`src/rtl/fpu_arbiter_if.sv`:
```
// fpu_arbiter_if -- bundle of requester handshakes, operand buses and the FPU
// side connection for fpu_arbiter.
//
//   req0/req1            level requests, held until the matching done pulse
//   opA0/opB0/opA1/opB1  operands per requester, stable while req is high
//   ack0/ack1            one-cycle grant pulses
//   done0/done1          one-cycle completion pulses
//   result_out/status    captured FPU data and status, held between captures
//   busy                 arbiter is in any state other than IDLE
//   fpu_op_A/fpu_op_B    operands presented to the FPU
//   fpu_data_in/status   FPU outputs sampled by the arbiter
//
// slave  : the arbiter's view
// master : the view of whatever drives requests and models the FPU
interface fpu_arbiter_if;
    logic        req0;
    logic        req1;
    logic [31:0] opA0;
    logic [31:0] opB0;
    logic [31:0] opA1;
    logic [31:0] opB1;
    logic        ack0;
    logic        ack1;
    logic        done0;
    logic        done1;
    logic [31:0] result_out;
    logic [3:0]  result_status;
    logic        busy;
    logic [31:0] fpu_op_A;
    logic [31:0] fpu_op_B;
    logic [31:0] fpu_data_in;
    logic [3:0]  fpu_status_in;

    modport slave (
        input  req0, req1, opA0, opB0, opA1, opB1, fpu_data_in, fpu_status_in,
        output ack0, ack1, done0, done1, result_out, result_status, busy,
               fpu_op_A, fpu_op_B
    );

    modport master (
        output req0, req1, opA0, opB0, opA1, opB1, fpu_data_in, fpu_status_in,
        input  ack0, ack1, done0, done1, result_out, result_status, busy,
               fpu_op_A, fpu_op_B
    );
endinterface

```
`src/rtl/fpu_arbiter.sv`:
```
// fpu_arbiter -- shares one FPU between two requesters.
//
// A winner is picked round-robin in IDLE, its operands are latched and held on
// the FPU for WAIT_CYCLES cycles, then the FPU data/status are captured and the
// owner gets a done pulse. No arithmetic happens here; data passes through.
//
// Ports:
//   clock100KHz  sole clock, rising edge
//   reset        asynchronous, active-low
//   bus          fpu_arbiter_if.slave (requests, operands, grants, results, FPU)
//
// Parameter:
//   WAIT_CYCLES  8..255, cycles operands sit on the FPU before capture; must
//                cover two full FPU passes because status lags data by a pass.
module fpu_arbiter #(
    parameter int WAIT_CYCLES = 80
) (
    input  logic         clock100KHz,
    input  logic         reset,
    fpu_arbiter_if.slave bus
);

    typedef enum logic [2:0] {IDLE, LOAD, WAIT, CAPTURE, DONE} state_t;

    localparam logic [7:0] WAIT_LAST = 8'(WAIT_CYCLES - 1);

    state_t            state, state_nxt;
    logic [1:0]        req;
    logic [1:0][31:0]  op_a_in, op_b_in;
    logic              winner;
    logic              owner;
    logic              last_grant;
    logic [7:0]        wait_cnt;
    logic [31:0]       op_a_q, op_b_q;
    logic [31:0]       result_q;
    logic [3:0]        status_q;
    logic [1:0]        ack, done;
    logic              busy;

    assign req     = {bus.req1, bus.req0};
    assign op_a_in = {bus.opA1, bus.opA0};
    assign op_b_in = {bus.opB1, bus.opB0};

    // Single request wins outright; on a tie the side not granted last wins.
    always_comb begin
        winner = req[1];
        if (req == 2'b11) winner = ~last_grant;
    end

    // ---------------- state register ----------------
    always_ff @(posedge clock100KHz or negedge reset) begin
        if (!reset) state <= IDLE;
        else        state <= state_nxt;
    end

    // ---------------- next state ----------------
    always_comb begin
        state_nxt = state;
        case (state)
            IDLE:    if (|req) state_nxt = LOAD;
            LOAD:    state_nxt = WAIT;
            WAIT:    if (wait_cnt == WAIT_LAST) state_nxt = CAPTURE;
            CAPTURE: state_nxt = DONE;
            DONE:    state_nxt = IDLE;
            default: state_nxt = IDLE;
        endcase
    end

    // ---------------- outputs ----------------
    // ack is raised in the IDLE cycle that makes the grant, so the requester
    // sees it in the same cycle the arbiter commits to LOAD. It is gated by
    // reset because state sits in IDLE while reset is held and req may be high.
    always_comb begin
        ack  = '0;
        done = '0;
        busy = (state != IDLE);
        if (state == IDLE && reset && (|req)) ack[winner] = 1'b1;
        if (state == DONE)                   done[owner] = 1'b1;
    end

    // ---------------- datapath ----------------
    always_ff @(posedge clock100KHz or negedge reset) begin
        if (!reset) begin
            owner      <= 1'b0;
            last_grant <= 1'b1;
            wait_cnt   <= 8'd0;
            op_a_q     <= 32'd0;
            op_b_q     <= 32'd0;
            result_q   <= 32'd0;
            status_q   <= 4'd0;
        end else begin
            case (state)
                IDLE: begin
                    if (|req) owner <= winner;
                end
                LOAD: begin
                    // Only place the FPU operands change; held through
                    // WAIT and CAPTURE regardless of requester-side churn.
                    op_a_q   <= op_a_in[owner];
                    op_b_q   <= op_b_in[owner];
                    wait_cnt <= 8'd0;
                end
                WAIT: begin
                    wait_cnt <= wait_cnt + 8'd1;
                end
                CAPTURE: begin
                    result_q <= bus.fpu_data_in;
                    status_q <= bus.fpu_status_in;
                end
                DONE: begin
                    last_grant <= owner;
                end
                default: ;
            endcase
        end
    end

    assign bus.ack0          = ack[0];
    assign bus.ack1          = ack[1];
    assign bus.done0         = done[0];
    assign bus.done1         = done[1];
    assign bus.busy          = busy;
    assign bus.fpu_op_A      = op_a_q;
    assign bus.fpu_op_B      = op_b_q;
    assign bus.result_out    = result_q;
    assign bus.result_status = status_q;

endmodule

```
`src/flat_wrapper.sv`:
```
// flat-port wrapper written by rule: the top's interface ports become plain ports
module fpu_arbiter_flat 
#(
    parameter int WAIT_CYCLES = 80
)
  (clock100KHz, reset, bus_req0, bus_req1, bus_opA0, bus_opB0, bus_opA1, bus_opB1, bus_fpu_data_in, bus_fpu_status_in, bus_ack0, bus_ack1, bus_done0, bus_done1, bus_result_out, bus_result_status, bus_busy, bus_fpu_op_A, bus_fpu_op_B);
  fpu_arbiter_if bus_i ();
  input  logic clock100KHz;
  input  logic reset;
  input wire logic [$bits(bus_i.req0)-1:0] bus_req0;
  input wire logic [$bits(bus_i.req1)-1:0] bus_req1;
  input wire logic [$bits(bus_i.opA0)-1:0] bus_opA0;
  input wire logic [$bits(bus_i.opB0)-1:0] bus_opB0;
  input wire logic [$bits(bus_i.opA1)-1:0] bus_opA1;
  input wire logic [$bits(bus_i.opB1)-1:0] bus_opB1;
  input wire logic [$bits(bus_i.fpu_data_in)-1:0] bus_fpu_data_in;
  input wire logic [$bits(bus_i.fpu_status_in)-1:0] bus_fpu_status_in;
  output wire logic [$bits(bus_i.ack0)-1:0] bus_ack0;
  output wire logic [$bits(bus_i.ack1)-1:0] bus_ack1;
  output wire logic [$bits(bus_i.done0)-1:0] bus_done0;
  output wire logic [$bits(bus_i.done1)-1:0] bus_done1;
  output wire logic [$bits(bus_i.result_out)-1:0] bus_result_out;
  output wire logic [$bits(bus_i.result_status)-1:0] bus_result_status;
  output wire logic [$bits(bus_i.busy)-1:0] bus_busy;
  output wire logic [$bits(bus_i.fpu_op_A)-1:0] bus_fpu_op_A;
  output wire logic [$bits(bus_i.fpu_op_B)-1:0] bus_fpu_op_B;
  assign bus_i.req0 = bus_req0;
  assign bus_i.req1 = bus_req1;
  assign bus_i.opA0 = bus_opA0;
  assign bus_i.opB0 = bus_opB0;
  assign bus_i.opA1 = bus_opA1;
  assign bus_i.opB1 = bus_opB1;
  assign bus_i.fpu_data_in = bus_fpu_data_in;
  assign bus_i.fpu_status_in = bus_fpu_status_in;
  assign bus_ack0 = bus_i.ack0;
  assign bus_ack1 = bus_i.ack1;
  assign bus_done0 = bus_i.done0;
  assign bus_done1 = bus_i.done1;
  assign bus_result_out = bus_i.result_out;
  assign bus_result_status = bus_i.result_status;
  assign bus_busy = bus_i.busy;
  assign bus_fpu_op_A = bus_i.fpu_op_A;
  assign bus_fpu_op_B = bus_i.fpu_op_B;
  fpu_arbiter #(.WAIT_CYCLES(WAIT_CYCLES)) u_core (.clock100KHz(clock100KHz), .reset(reset), .bus(bus_i));
endmodule
```
`config.mk`:
```
export PLATFORM = sky130hd
export DESIGN_NAME = fpu_arbiter_flat
export DESIGN_NICKNAME = d
export VERILOG_FILES = /design/src/rtl/fpu_arbiter_if.sv /design/src/rtl/fpu_arbiter.sv /design/src/flat_wrapper.sv
export SDC_FILE = /design/constraint.sdc
export NUM_CORES = 1
export LEC_CHECK = 0
export BUFFER_PORTS_ARGS = -buffer_cell sky130_fd_sc_hd__buf_2
export CORE_MARGIN = 1.5
export CORE_UTILIZATION = 40
export CTS_CLUSTER_SIZE = 40
export DETAILED_ROUTE_END_ITERATION = 10
export PLACE_DENSITY = 0.76
export SLEW_MARGIN = 40
export SYNTH_ARGS = -nofsm -noshare
export SYNTH_HDL_FRONTEND = slang
export SYNTH_SLANG_ARGS = --single-unit
```
`constraint.sdc`:
```
create_clock -name clock100KHz -period 1.45 [get_ports clock100KHz]
set_input_delay 0.0725 -clock clock100KHz [delete_from_list [all_inputs] [get_ports clock100KHz]]
set_output_delay 0.0725 -clock clock100KHz [all_outputs]
set_load 0.02 [all_outputs]
```
==> impl_metrics.json <==
{
  "tightest_slew_ns": 0.6117,
  "ys_seq_elements": 113,
  "maxSlewViolCount": 0,
  "crit_buf_inv": 3,
  "fin_ws_ns": -0.2728,
  "cts_tree": "built",
  "synthFlopType": "dfrtp_1",
  "clock_path_buffers": 2,
  "worstPathMaxFanout": 36,
  "ys_seq_area_share_pct": 56.72,
  "routed_wl_um": 22530,
  "end_kind": "register",
  "place_congestion": 0.8249,
  "cts-root-buf": "clkbuf_16",
  "critical-path-max-stage-delay_ns": 0.44,
  "drt_pass1_iterations": 5,
  "status": "finished, violations left",
  "drcViolationCount": 0,
  "startpoint": "u_core.state[2]$_DFFE_PN0P_",
  "synthCells": 426,
  "path_cells": "buf_6, or3b_4, buf_12, buf_16, o21ai_1",
  "power.share.clock_pct": 20.6,
  "reg2reg_to": "u_core.bus.fpu_op_B[5]$_DFFE_PN0N_",
  "drive_above_1_share_pct": 47.75,
  "die_w_um": 114.7,
  "comb_power_share_pct": 52.7,
  "die_area_sq_um": 13150,
  "drt_first_iter_violations": 366,
  "async_flop_share_pct": 100.0,
  "final.setup_skew_ns": 0.006526,
  "core_sq_um": 12110,
  "required_ns": 1.76,
  "cp_top_family": "buffers and inverters",
  "avgSynthCellArea_sq_um": 11.71,
  "grt_max_degree": 114,
  "wl_per_cell_um": 20.82,
  "endpoint": "u_core.bus.fpu_op_B[5]$_DFFE_PN0N_",
  "rows": 40,
  "path_clk_slew_ns": 0.06,
  "setup_viol": 110,
  "fin_crit_sh_pct": 118.8,
  "stdcell_count": 1082,
  "hold_viol_final": 0,
  "failed_checks": "negative setup slack",
  "r2r-start": "u_core.state[2]$_DFFE_PN0P_",
  "ant_nets": 0,
  "nNetsFinal": 1070,
  "syn_nets": 595,
  "dp.final_hpwl_um": 9464,
  "arrival_ns": 2.03,
  "h-tree-depth": 4,
  "synth-edff-count": 0,
  "viasPerCell": 5.164,
  "grt_pass1_vias": 5833,
  "critPathKind": "register to register",
  "critPathSlowestCell": "or3b_4",
  "cts_inserted_buffers": 17,
  "vdd_drop_max_v": 0.001245,
  "antenna_found_initial": 1,
  "place_ws_ns": -0.07256,
  "worstSetupPathDepth": 5,
  "whs_path_depth": 3,
  "ys_types": 38,
  "leakagePower_nw": 5.105,
  "slew_headroom_pct": 59.22,
  "io_pins": 273,
  "syn_area_sq_um": 4987,
  "max_clock_freq_mhz": 580.5,
  "seqPwrFrac_pct": 26.7,
  "die_y_um": 114.7,
  "grt_first_pass_wirelength_um": 29060,
  "p_int_mw": 13.03,
  "area.growth.synth_to_final_pct": 96.76,
  "cap_violations": 0,
  "swShare_pct": 39.92,
  "rsz0062_at_grt": "yes",
  "initial_core_util_pct": 41.18,
  "placed_cells": 850,
  "vias": 5587,
  "period_needed_ns": 1.723,
  "cts.sinks": 113,
  "clock_latency_ns": 0.41,
  "hp-class": "input port to register",
  "ff2ff_path_depth": 5,
  "p_sw_mw": 8.661,
  "worstSetupStartpointType": "register",
  "pwr_density_cell_nw_per_um2": 2211,
  "portBuffers": 272,
  "regToRegSetupSlack_ns": -0.27,
  "fillers": 658,
  "gr-total-overflow": 0,
  "yosys_warnings": 0,
  "grt_usage_pct": 29.24
}
==> layout by cell type, fill, tap and decap left out, drive strengths merged, types with 2 or more instances in the layout <==
cell type / synthesis / final
dfrtp: 112 / 112
mux2i: 67 / 67
nor2: 4 / 4
dlygate4sd3: 0 / 167
mux2: 37 / 37
clkinv: 0 / 4
o211ai: 2 / 2
buf: 21 / 312
bufinv: 0 / 4
o21ai: 68 / 68
or3b: 2 / 2
inv: 5 / 5
nor3b: 2 / 2
nand3: 4 / 4
nand4: 2 / 2
clkbuf: 10 / 29
nand2: 72 / 72
==> layout make-up <==
| type | count | area (sq um) | share of cell area, % |
|---|---|---|---|
| repair buffers | 487 | 3847 | 39.21 |
| clock inverters | 9 | 155.1 | 1.581 |
| clock buffers | 22 | 474.2 | 4.832 |
| diodes | 1 | 2.502 | 0.02550 |
| flip-flops and latches | 113 | 2835 | 28.89 |
| well taps | 168 | 210.2 | 2.142 |
| inverters | 5 | 21.27 | 0.2168 |
| multi-input cells | 277 | 2267 | 23.10 |
==> metrics by stage <==
step	TNS (ns)	util (%)	cell area (sq um)	total power [mW]	hold WS, ns
final	-11.84	81.02	9813	21.70	0.1436
after global routing	-16.58	81.02	9813	22.63	0.1527
after CTS	-6.756	75.86	9188	19.27	0.004718
after detailed placement	-0.1416	54.23	6568	13.43	0.2325
after global placement	0	54.23	6568	13.12	0.2139
after floorplan	-1.272	-	5006	10.83	-0.2231
==> sequential cells by signal, summed over array words and instances (netlist names) <==
register,cells
u_core.bus.fpu_op_A,32
u_core.bus.fpu_op_B,32
u_core.bus.result_out,32
u_core.wait_cnt,8
u_core.bus.result_status,4
u_core.state,3
u_core.last_grant,1
u_core.owner,1
==> cell usage after synthesis (2+ instances only) <==
library cell | number | area, sq um
inv_1 | 5 | 18.77
o211ai_1 | 2 | 15.01
nor3b_1 | 2 | 15.01
or3b_1 | 2 | 17.52
buf_6 | 8 | 90.09
o21ai_0 | 50 | 250.2
mux2i_1 | 66 | 660.6
clkbuf_1 | 9 | 33.78
nand3_1 | 4 | 20.02
buf_2 | 12 | 60.06
mux2_2 | 36 | 405.4
o21ai_1 | 18 | 90.09
nor2_1 | 4 | 15.01
nand2_1 | 72 | 270.3
nand4_1 | 2 | 12.51
dfrtp_1 | 112 | 2803
==> power by group through the flow <==
stage                     Clock (mW)  Combinational (mW)  Sequential [mW]
after floorplan                    0                3.66             7.17
after global placement             0                7.66             5.45
after detailed placement           0                7.91             5.52
after CTS                       4.49                9.24             5.53
after global routing            4.68                12.0             5.92
final                           4.47                11.4             5.79
==> layer usage <==
| metal | vias up | track usage [%] | wire length [um] |
|---|---|---|---|
| li1 | 2447 | - | - |
| met5 | - | 0 | 0 |
| met2 | 349 | 52.26 | 11710 |
| met3 | 105 | 7.676 | 1794 |
| met4 | 0 | 17.08 | 1111 |
| met1 | 2686 | 31.01 | 7916 |
==> timing repair <==
item                       4_1_cts  5_1_grt
setup endpoints to repair       10      114
hold buffers                   165        2
hold endpoints to repair       212        1
buffers inserted                 7        8
pin swaps                       10        4
gates cloned                     7       12
resized for setup               34      112
==> worst reg2reg max path: cells and delay by family, from the launching register on <==
| kind | cells | cell delay, ns |
|---|---|---|
| AO/OA/AOI/OAI | 1 | 0.26 |
| flip-flops | 1 | 0.41 |
| buffers and inverters | 3 | 0.50 |
| AND/OR/NAND/NOR | 1 | 0.44 |
==> cell families (layout without fill, tap and decap cells) <==
family / Yosys count / count (layout) / synth area share [%]
other: 0 / 1 / 0
adders and majority gates: 1 / 1 / 0.2508
and+or+nand+nor: 94 / 94 / 8.229
DFF: 113 / 113 / 56.72
buffers and inverters: 36 / 523 / 4.240
muxes: 104 / 104 / 22.13
AOI/OAI and AO/OA: 78 / 78 / 8.430
==> worst min path at each step <==
stage / startpoint / endpoint / slack (ns)
after CTS: bus_opB0[18] / u_core.bus.fpu_op_B[18]$_DFFE_PN0N_ / 0.005
final: bus_req0 / u_core.owner$_DFFE_PN0P_ / 0.14
after global routing: bus_req0 / u_core.owner$_DFFE_PN0P_ / 0.15
after global placement: reset / u_core.bus.fpu_op_B[19]$_DFFE_PN0N_ / 0.21
after floorplan: reset / u_core.bus.fpu_op_A[0]$_DFFE_PN0N_ / -0.22
after detailed placement: reset / u_core.bus.fpu_op_B[17]$_DFFE_PN0N_ / 0.23
Note: power is estimated with default switching activity, not from simulation.
